===== src/rtl/rf_wb_arbiter_if.sv =====
// Writeback bus between the ALU/load sources and the register-file arbiter.
// The master modport belongs to the source side, and the slave modport belongs to the arbiter.
interface rf_wb_arbiter_if #(
    parameter int NREGS = 32,
    parameter int AW    = 5,
    parameter int DW    = 32,
    parameter int CNT_W = 16
);
    logic             wb_stall;
    logic             alu_valid;
    logic [AW-1:0]    alu_addr;
    logic [DW-1:0]    alu_data;
    logic             alu_ready;
    logic             mem_valid;
    logic [AW-1:0]    mem_addr;
    logic [DW-1:0]    mem_data;
    logic             mem_ready;
    logic [NREGS-1:0] rf_en;
    logic [DW-1:0]    rf_wdata;
    logic [AW-1:0]    rf_wr_addr;
    logic             rf_wr_valid;
    logic [CNT_W-1:0] conflict_cnt;

    modport master (
        output wb_stall, alu_valid, alu_addr, alu_data, mem_valid, mem_addr, mem_data,
        input  alu_ready, mem_ready, rf_en, rf_wdata, rf_wr_addr, rf_wr_valid, conflict_cnt
    );

    modport slave (
        input  wb_stall, alu_valid, alu_addr, alu_data, mem_valid, mem_addr, mem_data,
        output alu_ready, mem_ready, rf_en, rf_wdata, rf_wr_addr, rf_wr_valid, conflict_cnt
    );
endinterface


===== src/rtl/rf_wb_arbiter.sv =====
// Round-robin arbiter that shares the register-file write port between ALU and load writebacks.
// The winning write is registered and then driven as one-hot enables plus a broadcast data bus.
module rf_wb_arbiter #(
    parameter int NREGS = 32,
    parameter int AW    = 5,
    parameter int DW    = 32,
    parameter int CNT_W = 16
) (
    input  logic          clk,
    input  logic          rst,
    rf_wb_arbiter_if.slave wb
);
    logic             r_prio;
    logic [NREGS-1:0] r_en;
    logic [DW-1:0]    r_wdata;
    logic [AW-1:0]    r_wr_addr;
    logic             r_wr_valid;
    logic [CNT_W-1:0] r_cnt;

    logic             w_alu_grant;
    logic             w_mem_grant;
    logic             w_xfer;
    logic             w_conflict;
    logic [AW-1:0]    w_sel_addr;
    logic [DW-1:0]    w_sel_data;
    logic [NREGS-1:0] w_dec;

    // The grant is based only on the valids, prio and stall, so the ready signals never loop back into valid.
    assign w_conflict  = wb.alu_valid & wb.mem_valid & ~wb.wb_stall;
    assign w_alu_grant = ~wb.wb_stall & wb.alu_valid & (~wb.mem_valid | ~r_prio);
    assign w_mem_grant = ~wb.wb_stall & wb.mem_valid & (~wb.alu_valid |  r_prio);
    assign w_xfer      = w_alu_grant | w_mem_grant;

    assign w_sel_addr  = w_mem_grant ? wb.mem_addr : wb.alu_addr;
    assign w_sel_data  = w_mem_grant ? wb.mem_data : wb.alu_data;

    // Register 0 never gets an enable bit, and addresses at or above NREGS match no bit, so those writes are dropped.
    genvar gi;
    generate
        for (gi = 0; gi < NREGS; gi++) begin : g_dec
            if (gi == 0) begin : g_r0
                assign w_dec[gi] = 1'b0;
            end else begin : g_rn
                assign w_dec[gi] = (w_sel_addr == AW'(gi));
            end
        end
    endgenerate

    always_ff @(posedge clk or posedge rst) begin
        if (rst) begin
            r_prio     <= 1'b0;
            r_en       <= '0;
            r_wdata    <= '0;
            r_wr_addr  <= '0;
            r_wr_valid <= 1'b0;
            r_cnt      <= '0;
        end else begin
            if (w_alu_grant) begin
                r_prio <= 1'b1;
            end else if (w_mem_grant) begin
                r_prio <= 1'b0;
            end

            r_en       <= w_xfer ? w_dec : '0;
            r_wr_valid <= w_xfer & (|w_dec);
            if (w_xfer) begin
                r_wdata   <= w_sel_data;
                r_wr_addr <= w_sel_addr;
            end

            if (w_conflict && (r_cnt != {CNT_W{1'b1}})) begin
                r_cnt <= r_cnt + CNT_W'(1);
            end
        end
    end

    assign wb.alu_ready    = w_alu_grant;
    assign wb.mem_ready    = w_mem_grant;
    assign wb.rf_en        = r_en;
    assign wb.rf_wdata     = r_wdata;
    assign wb.rf_wr_addr   = r_wr_addr;
    assign wb.rf_wr_valid  = r_wr_valid;
    assign wb.conflict_cnt = r_cnt;
endmodule


===== src/flat_wrapper.sv =====
// flat-port wrapper written by rule: the top's interface ports become plain ports
module rf_wb_arbiter_flat 
#(
    parameter int NREGS = 32,
    parameter int AW    = 5,
    parameter int DW    = 32,
    parameter int CNT_W = 16
)
  (clk, rst, wb_wb_stall, wb_alu_valid, wb_alu_addr, wb_alu_data, wb_mem_valid, wb_mem_addr, wb_mem_data, wb_alu_ready, wb_mem_ready, wb_rf_en, wb_rf_wdata, wb_rf_wr_addr, wb_rf_wr_valid, wb_conflict_cnt);
  rf_wb_arbiter_if #(.NREGS(NREGS), .AW(AW), .DW(DW), .CNT_W(CNT_W)) wb_i ();
  input  logic clk;
  input  logic rst;
  input wire logic [$bits(wb_i.wb_stall)-1:0] wb_wb_stall;
  input wire logic [$bits(wb_i.alu_valid)-1:0] wb_alu_valid;
  input wire logic [$bits(wb_i.alu_addr)-1:0] wb_alu_addr;
  input wire logic [$bits(wb_i.alu_data)-1:0] wb_alu_data;
  input wire logic [$bits(wb_i.mem_valid)-1:0] wb_mem_valid;
  input wire logic [$bits(wb_i.mem_addr)-1:0] wb_mem_addr;
  input wire logic [$bits(wb_i.mem_data)-1:0] wb_mem_data;
  output wire logic [$bits(wb_i.alu_ready)-1:0] wb_alu_ready;
  output wire logic [$bits(wb_i.mem_ready)-1:0] wb_mem_ready;
  output wire logic [$bits(wb_i.rf_en)-1:0] wb_rf_en;
  output wire logic [$bits(wb_i.rf_wdata)-1:0] wb_rf_wdata;
  output wire logic [$bits(wb_i.rf_wr_addr)-1:0] wb_rf_wr_addr;
  output wire logic [$bits(wb_i.rf_wr_valid)-1:0] wb_rf_wr_valid;
  output wire logic [$bits(wb_i.conflict_cnt)-1:0] wb_conflict_cnt;
  assign wb_i.wb_stall = wb_wb_stall;
  assign wb_i.alu_valid = wb_alu_valid;
  assign wb_i.alu_addr = wb_alu_addr;
  assign wb_i.alu_data = wb_alu_data;
  assign wb_i.mem_valid = wb_mem_valid;
  assign wb_i.mem_addr = wb_mem_addr;
  assign wb_i.mem_data = wb_mem_data;
  assign wb_alu_ready = wb_i.alu_ready;
  assign wb_mem_ready = wb_i.mem_ready;
  assign wb_rf_en = wb_i.rf_en;
  assign wb_rf_wdata = wb_i.rf_wdata;
  assign wb_rf_wr_addr = wb_i.rf_wr_addr;
  assign wb_rf_wr_valid = wb_i.rf_wr_valid;
  assign wb_conflict_cnt = wb_i.conflict_cnt;
  rf_wb_arbiter #(.NREGS(NREGS), .AW(AW), .DW(DW), .CNT_W(CNT_W)) u_core (.clk(clk), .rst(rst), .wb(wb_i));
endmodule

===== config.mk =====
export PLATFORM = sky130hd
export DESIGN_NAME = rf_wb_arbiter_flat
export DESIGN_NICKNAME = d
export VERILOG_FILES = /design/src/rtl/rf_wb_arbiter_if.sv /design/src/rtl/rf_wb_arbiter.sv /design/src/flat_wrapper.sv
export SDC_FILE = /design/constraint.sdc
export NUM_CORES = 1
export LEC_CHECK = 0
export ABC_AREA = 1
export BUFFER_PORTS_ARGS = -buffer_cell sky130_fd_sc_hd__buf_2
export CORE_ASPECT_RATIO = 0.9
export CORE_UTILIZATION = 48
export DETAILED_ROUTE_END_ITERATION = 12
export PLACE_DENSITY_LB_ADDON = 0.08
export SYNTH_ARGS = -nofsm -noshare
export SYNTH_HDL_FRONTEND = slang
export SYNTH_SLANG_ARGS = --single-unit
export TNS_END_PERCENT = 5

===== constraint.sdc =====
create_clock -name clk -period 3.69 [get_ports clk]
set_input_delay 0.5535 -clock clk [delete_from_list [all_inputs] [get_ports clk]]
set_output_delay 0.5535 -clock clk [all_outputs]
set_load 0.05 [all_outputs]

==> flow_metrics.tcl, run 1 <==
set metrics [dict create \
    status "finished clean" \
    first_pass_iters 4 \
    vias 3625 \
    wire_per_inst_microns 13.5 \
    cts_resized 0 \
    avgSynthCellArea_sq_um 8.18 \
    criticalPathCategory "register to primary output" \
    fin_hold_ws_ns 0.290 \
    grt_pass1_wl_microns 16000 \
    rows 30 \
    setup_violations 0 \
    clk-insertion-delay-late_ns 0.37 \
    cts_tree "done" \
    r2r_setup_slack_ns 1.64 \
    portBuffers 165 \
    synth_top_family_by_area "simple AND/OR/NAND/NOR gates" \
    post_cts_buffers 0 \
    chipHeight_microns 87.4 \
    synth_area_sq_um 3890 \
    fmax_ghz 0.455 \
    rsz0062_at_grt "false" \
    worstPathArrival_ns 1.65 \
    synthCells 475 \
    synth_edf_count 0 \
    slew_viol_final 0 \
    die-area_sq_um 8460 \
    ys_warn_count 0 \
    floorplan.initialDensity 0.505 \
    core-area_sq_um 7690 \
    drt_iter0_drc 116 \
    synthAdderAreaFrac 0.00322 \
    ys.flop_type "dfrtp_1" \
    synth_commonest_cells "nand2_1, dfrtp_1, nor2_1, a31oi_1, inv_1" \
    path_cells "inv_1 > nand2_1 > nand2_4 > inv_2 > buf_2" \
    antenna_found_initial 2 \
    seq_area_frac_synth 0.554 \
    cpMaxStageDelayCell "dfrtp_1" \
    antenna_left 0 \
    synthToLayoutAreaGrowth_pct 27.7 \
    fin_worst_skew_ns 0.00836 \
    tightest_slew_ns 0.754 \
    tns_ns 0 \
    cts_root_buffer "clkbuf_8" \
    grt_overflow_total 0 \
    hold_violations 0 \
    max_slew_margin 0.495 \
    grt_use_total 0.241 \
    postSynth.asyncResetShare 1.00 \
    synth-xor-area-share 0.0158 \
    synthSimpleGateAreaFrac 0.294 \
    dpl.hpwl_microns 7400 \
    synth_area_leaders "dfrtp_1, nand2_1, nor2_1, a31oi_1, inv_1" \
    synth_top_area_cell "dfrtp_1" \
    ys_ff_latch 86 \
    cts_made_buffers 9 \
    critPathBufInv 3 \
    post_route_cells_drive_above_1_share 0.315 \
    grt_pass1_vias 3463 \
    synth_compound_area_frac 0.0753 \
    worst_hold_path_type "input pin to async pin" \
    critPathLaunchType "register" \
    leakage_nw 2.68 \
    cp_max_fo 42 \
    synth_nets 555 \
    crit_required_ns 3.14 \
    path_clk_slew_ns 0.09 \
    viasPerCell 4.91 \
    routed_wl_microns 9970 \
    grt_max_degree 46 \
    gp_congestion 0.919 \
    synth_cell_types 29 \
    die_w_microns 96.8 \
    peakVddDrop_mv 0.278 \
    clockBufferDepth 2 \
    cpLargestDelayFamily "simple AND/OR/NAND/NOR gates" \
    cts-hold-fix-buffers 0 \
    synth_top_area_frac 0.554 \
    endpoint_kind "primary output" \
    fillers 687 \
    synthMuxAreaShare 0 \
    powerDensity_nw_per_um2 493 \
    drv_cap 0 \
    nNetsFinal 716 \
    drc 0 \
    synthMostInstantiatedCell "nand2_1" \
    pin_count 167 \
    max_stage_delay_ns 0.40 \
    cts_htree_levels 3 \
    period_minus_slack_ns 2.20 \
    period_share 0.596 \
    clock_sinks 86 \
]
[area by class of cell]
class / count / area (sq um) / share of cell area
antenna: 2 / 5.00 / 0.00101
clock buffer: 9 / 124 / 0.0250
clock inverter: 7 / 71.3 / 0.0144
inverter: 30 / 116 / 0.0235
multi-input combinational: 340 / 1520 / 0.306
sequential: 86 / 2150 / 0.434
tap: 96 / 120 / 0.0242
timing repair buffer: 169 / 856 / 0.173
[metrics by stage]
stage / util / cells / worst slack [ns] / power (mW) / cell area (sq um)
floorplan: - / 475 / 0.915 / 1.62 / 3890
global placement: 0.619 / 721 / 1.51 / 1.80 / 4760
detailed placement: 0.619 / 721 / 1.41 / 1.81 / 4760
CTS: 0.644 / 737 / 1.47 / 2.47 / 4960
global route: 0.645 / 739 / 1.35 / 2.56 / 4960
finish: 0.645 / 739 / 1.49 / 2.44 / 4960
[cell usage in the layout, fill, tap and decap left out, drive strengths merged]
| master | count |
|---|---|
| ha | 1 |
| nand4 | 7 |
| a21oi | 3 |
| o21ai | 11 |
| xnor2 | 6 |
| buf | 169 |
| xor2 | 1 |
| conb | 1 |
| a31oi | 32 |
| nand3 | 10 |
| nor2 | 88 |
| inv | 33 |
| clkbuf | 9 |
| dfrtp | 86 |
| o21bai | 1 |
| diode | 2 |
| clkinv | 4 |
| nand2 | 179 |
[flip-flops by register name, indices dropped and copies added, names as in the netlist]
name and cells:
u_core.wb.rf_wr_addr 5, u_core.r_prio 1, u_core.wb.rf_wr_valid 1, u_core.wb.rf_wdata 32, u_core.wb.rf_en 31, u_core.wb.conflict_cnt 16
[metal layers]
| metal | wire length (microns) | share of wire | global-route usage | up-vias |
|---|---|---|---|---|
| met5 | 0 | 0 | 0 | - |
| met4 | 238 | 0.024 | 0.0936 | 0 |
| met1 | 4300 | 0.43 | 0.289 | 1677 |
| li1 | - | - | - | 1814 |
| met3 | 595 | 0.060 | 0.0770 | 17 |
| met2 | 4830 | 0.48 | 0.410 | 117 |
[power breakdown]
| part | total (mW) | switching (mW) | internal (mW) |
|---|---|---|---|
| Combinational | 0.690 | 0.523 | 0.167 |
| Clock | 0.658 | 0.390 | 0.268 |
| Sequential | 1.10 | 0.0677 | 1.03 |
| Total | 2.44 | 0.981 | 1.46 |
[kinds of logic after synthesis]
group	Yosys count
compound gates	47
flops	86
buf+inv	49
xor+xnor	7
simple gates	284
other cells	1
fa+ha+maj	1
[final timing paths]
| check | end | depth (start not counted) | startpoint |
|---|---|---|---|
| min in group clk | u_core.wb.rf_wdata[4] | 3 | wb_mem_data[4] |
| max in group asynchronous | u_core.wb.conflict_cnt[12] | 3 | rst |
| min | u_core.wb.rf_wdata[22] | 2 | rst |
| max reg2reg | u_core.wb.conflict_cnt[15] | 8 | u_core.wb.conflict_cnt[0] |
| min reg2reg | u_core.wb.rf_wr_addr[4] | 2 | u_core.wb.rf_wr_addr[4] |
| max | wb_mem_ready | 5 | u_core.r_prio |
Note: power is estimated with default switching activity, not from simulation.
==> inputs of run 2 (changes only) <==
--- a/config.mk
+++ b/config.mk
@@ -8,7 +8,7 @@
 export ABC_AREA = 1
 export BUFFER_PORTS_ARGS = -buffer_cell sky130_fd_sc_hd__buf_2
 export CORE_ASPECT_RATIO = 0.9
-export CORE_UTILIZATION = 48
+export CORE_UTILIZATION = 43
 export DETAILED_ROUTE_END_ITERATION = 12
 export PLACE_DENSITY_LB_ADDON = 0.08
 export SYNTH_ARGS = -nofsm -noshare
==> constraint.sdc (replaced) <==
create_clock -name clk -period 1.97 [get_ports clk]
set_input_delay 0.2955 -clock clk [delete_from_list [all_inputs] [get_ports clk]]
set_output_delay 0.2955 -clock clk [all_outputs]
set_load 0.05 [all_outputs]
==> run 2 against run 1 <==
Net effect: first-iteration DRC count is 11% lower; clock power is 82% higher; wire length is 1.4% lower; combinational power is 93% higher; largest power group unchanged; highest routed layer unchanged.
==> flow_metrics.tcl, run 2 (synthesis results as in run 1) <==
set metrics [dict create \
    status "finished clean" \
    tns_ns 0 \
    final_cell_mix "nand2_1, buf_2, dfrtp_1" \
    hold_violations 0 \
    rsz0062_at_grt "false" \
    max_stage_delay_ns 0.35 \
    first_pass_iters 4 \
    path_clk_slew_ns 0.09 \
    clockBufferDepth 2 \
    fmax_ghz 0.550 \
    place_inst 750 \
    synthToLayoutAreaGrowth_pct 30.4 \
    drv_cap 0 \
    slew_viol_final 0 \
    clock_sinks 86 \
    grt_max_degree 65 \
    cts_htree_levels 3 \
    cpMaxStageDelayCell "dfrtp_1" \
    antenna_found_initial 0 \
    cts-hold-fix-buffers 0 \
    finalPower_mw 4.57 \
    path_depth 5 \
    portBuffers 165 \
    period_share 0.922 \
    viasPerCell 4.75 \
    ff2ff_path_depth 8 \
    num_antenna_cells 0 \
    leakage_nw 2.71 \
    critPathLaunchType "register" \
    final_common_cell "nand2_1" \
    grt_pass1_vias 3388 \
    chipHeight_microns 92.2 \
    post_cts_buffers 0 \
    powerDensity_nw_per_um2 902 \
    post_route_cells_drive_above_1_share 0.321 \
    endpoint "wb_mem_ready" \
    worst_hold_path_type "input pin to async pin" \
    peakVddDrop_mv 0.474 \
    die_w_microns 102 \
    fin_worst_skew_ns 0.00548 \
    vias 3641 \
    path_cells "inv_1 > nand2_1 > nand2_4 > inv_4 > clkbuf_4" \
    floorplan.initialDensity 0.447 \
    grt_overflow_total 0 \
    fillers 857 \
    wire_per_inst_microns 12.8 \
    criticalPathCategory "register to primary output" \
    clk-insertion-delay-late_ns 0.36 \
    r2r_setup_slack_ns 0.19 \
    drt_iter0_drc 103 \
    routed_wl_microns 9820 \
    cp-startpoint "u_core.r_prio" \
    drc 0 \
    cpLargestDelayFamily "buffers and inverters" \
    worstPathArrival_ns 1.52 \
    nNetsFinal 722 \
    rows 32 \
    crit_required_ns 1.67 \
    grt_pass1_wl_microns 16000 \
    setup_violations 0 \
    r2r_end "u_core.wb.conflict_cnt[8]" \
    cts_root_buffer "clkbuf_8" \
    dpl.hpwl_microns 7330 \
    stdcell_count 766 \
    r2r-start "u_core.wb.conflict_cnt[1]" \
    period_minus_slack_ns 1.82 \
    cts_made_buffers 9 \
    tightest_slew_ns 0.643 \
    grt_use_total 0.221 \
    endpoint_kind "primary output" \
    pin_count 167 \
    cts_tree "done" \
    largest_reg_flops 32 \
    gp_congestion 0.804 \
    die-area_sq_um 9420 \
    core-area_sq_um 8690 \
    utilization 0.583 \
    antenna_left 0 \
    cp_max_fo 19 \
    critPathBufInv 3 \
    max_slew_margin 0.570 \
]
run 2: cell types whose count changed in the layout (fill, tap and decap cells not counted), moves of 2 or more:
cell and change:
diode_2 -2, buf_12 +3, clkinv_4 -2, clkinvlp_4 +3, inv_6 +2, inv_8 -2
buf_4 +3
run 2: cell type report:
type	instances	area, sq um	area share
inverter	30	121	0.0240
clock buffer	9	124	0.0244
multi-input combinational	340	1520	0.299
tap	119	149	0.0294
timing repair buffer	175	941	0.186
clock inverter	7	63.8	0.0126
sequential	86	2150	0.425
run 2: how the worst min path moves through the flow:
stage               depth (start not counted)                      to  slack [ns]
floorplan                                   2  u_core.wb.rf_wdata[27]        0.44
global placement                            2   u_core.wb.rf_wdata[3]        0.42
detailed placement                          2   u_core.wb.rf_wdata[3]        0.42
CTS                                         2  u_core.wb.rf_wdata[17]        0.02
global route                                2   u_core.wb.rf_wdata[3]        0.04
finish                                      2   u_core.wb.rf_wdata[3]        0.01
run 2: timing repair:
action,CTS,global route
setup endpoints to repair,1,1
pin swaps,0,0
hold endpoints to repair,0,0
gates resized for setup,1,1
run 2: per-stage QoR:
| stage | hold slack, ns | setup slack, ns | instance area (sq um) |
|---|---|---|---|
| finish | 0.0116 | 0.153 | 5070 |
| global route | 0.0364 | 0.0162 | 5070 |
| CTS | 0.0240 | 0.0921 | 5060 |
| detailed placement | 0.425 | 0.214 | 4870 |
| global placement | 0.420 | 0.300 | 4870 |
| floorplan | 0.441 | -0.0481 | 3890 |
run 2: power by group:
group / switching (mW) / leakage [nW] / internal [mW] / total (mW)
Clock: 0.711 / 0.0907 / 0.489 / 1.20
Combinational: 0.992 / 1.52 / 0.338 / 1.33
Sequential: 0.113 / 1.09 / 1.93 / 2.04
Total: 1.82 / 2.71 / 2.75 / 4.57
run 2: worst reg2reg max path, stage by stage, from the launching register on:
cell and delay [ns]:
dfrtp_1 0.40, ha_1 0.26, nand3_2 0.14, nor2_4 0.17, nand2_4 0.08, o21ai_4 0.31
buf_4 0.22, nand2_1 0.06, nand2_1 0.07
run 2: metal layers:
layer / vias to the layer above / part of all wire / track usage
met5: - / 0 / 0
met4: 0 / 0.0095 / 0.0500
met3: 11 / 0.080 / 0.0770
met2: 126 / 0.48 / 0.354
met1: 1676 / 0.43 / 0.285
li1: 1828 / - / -
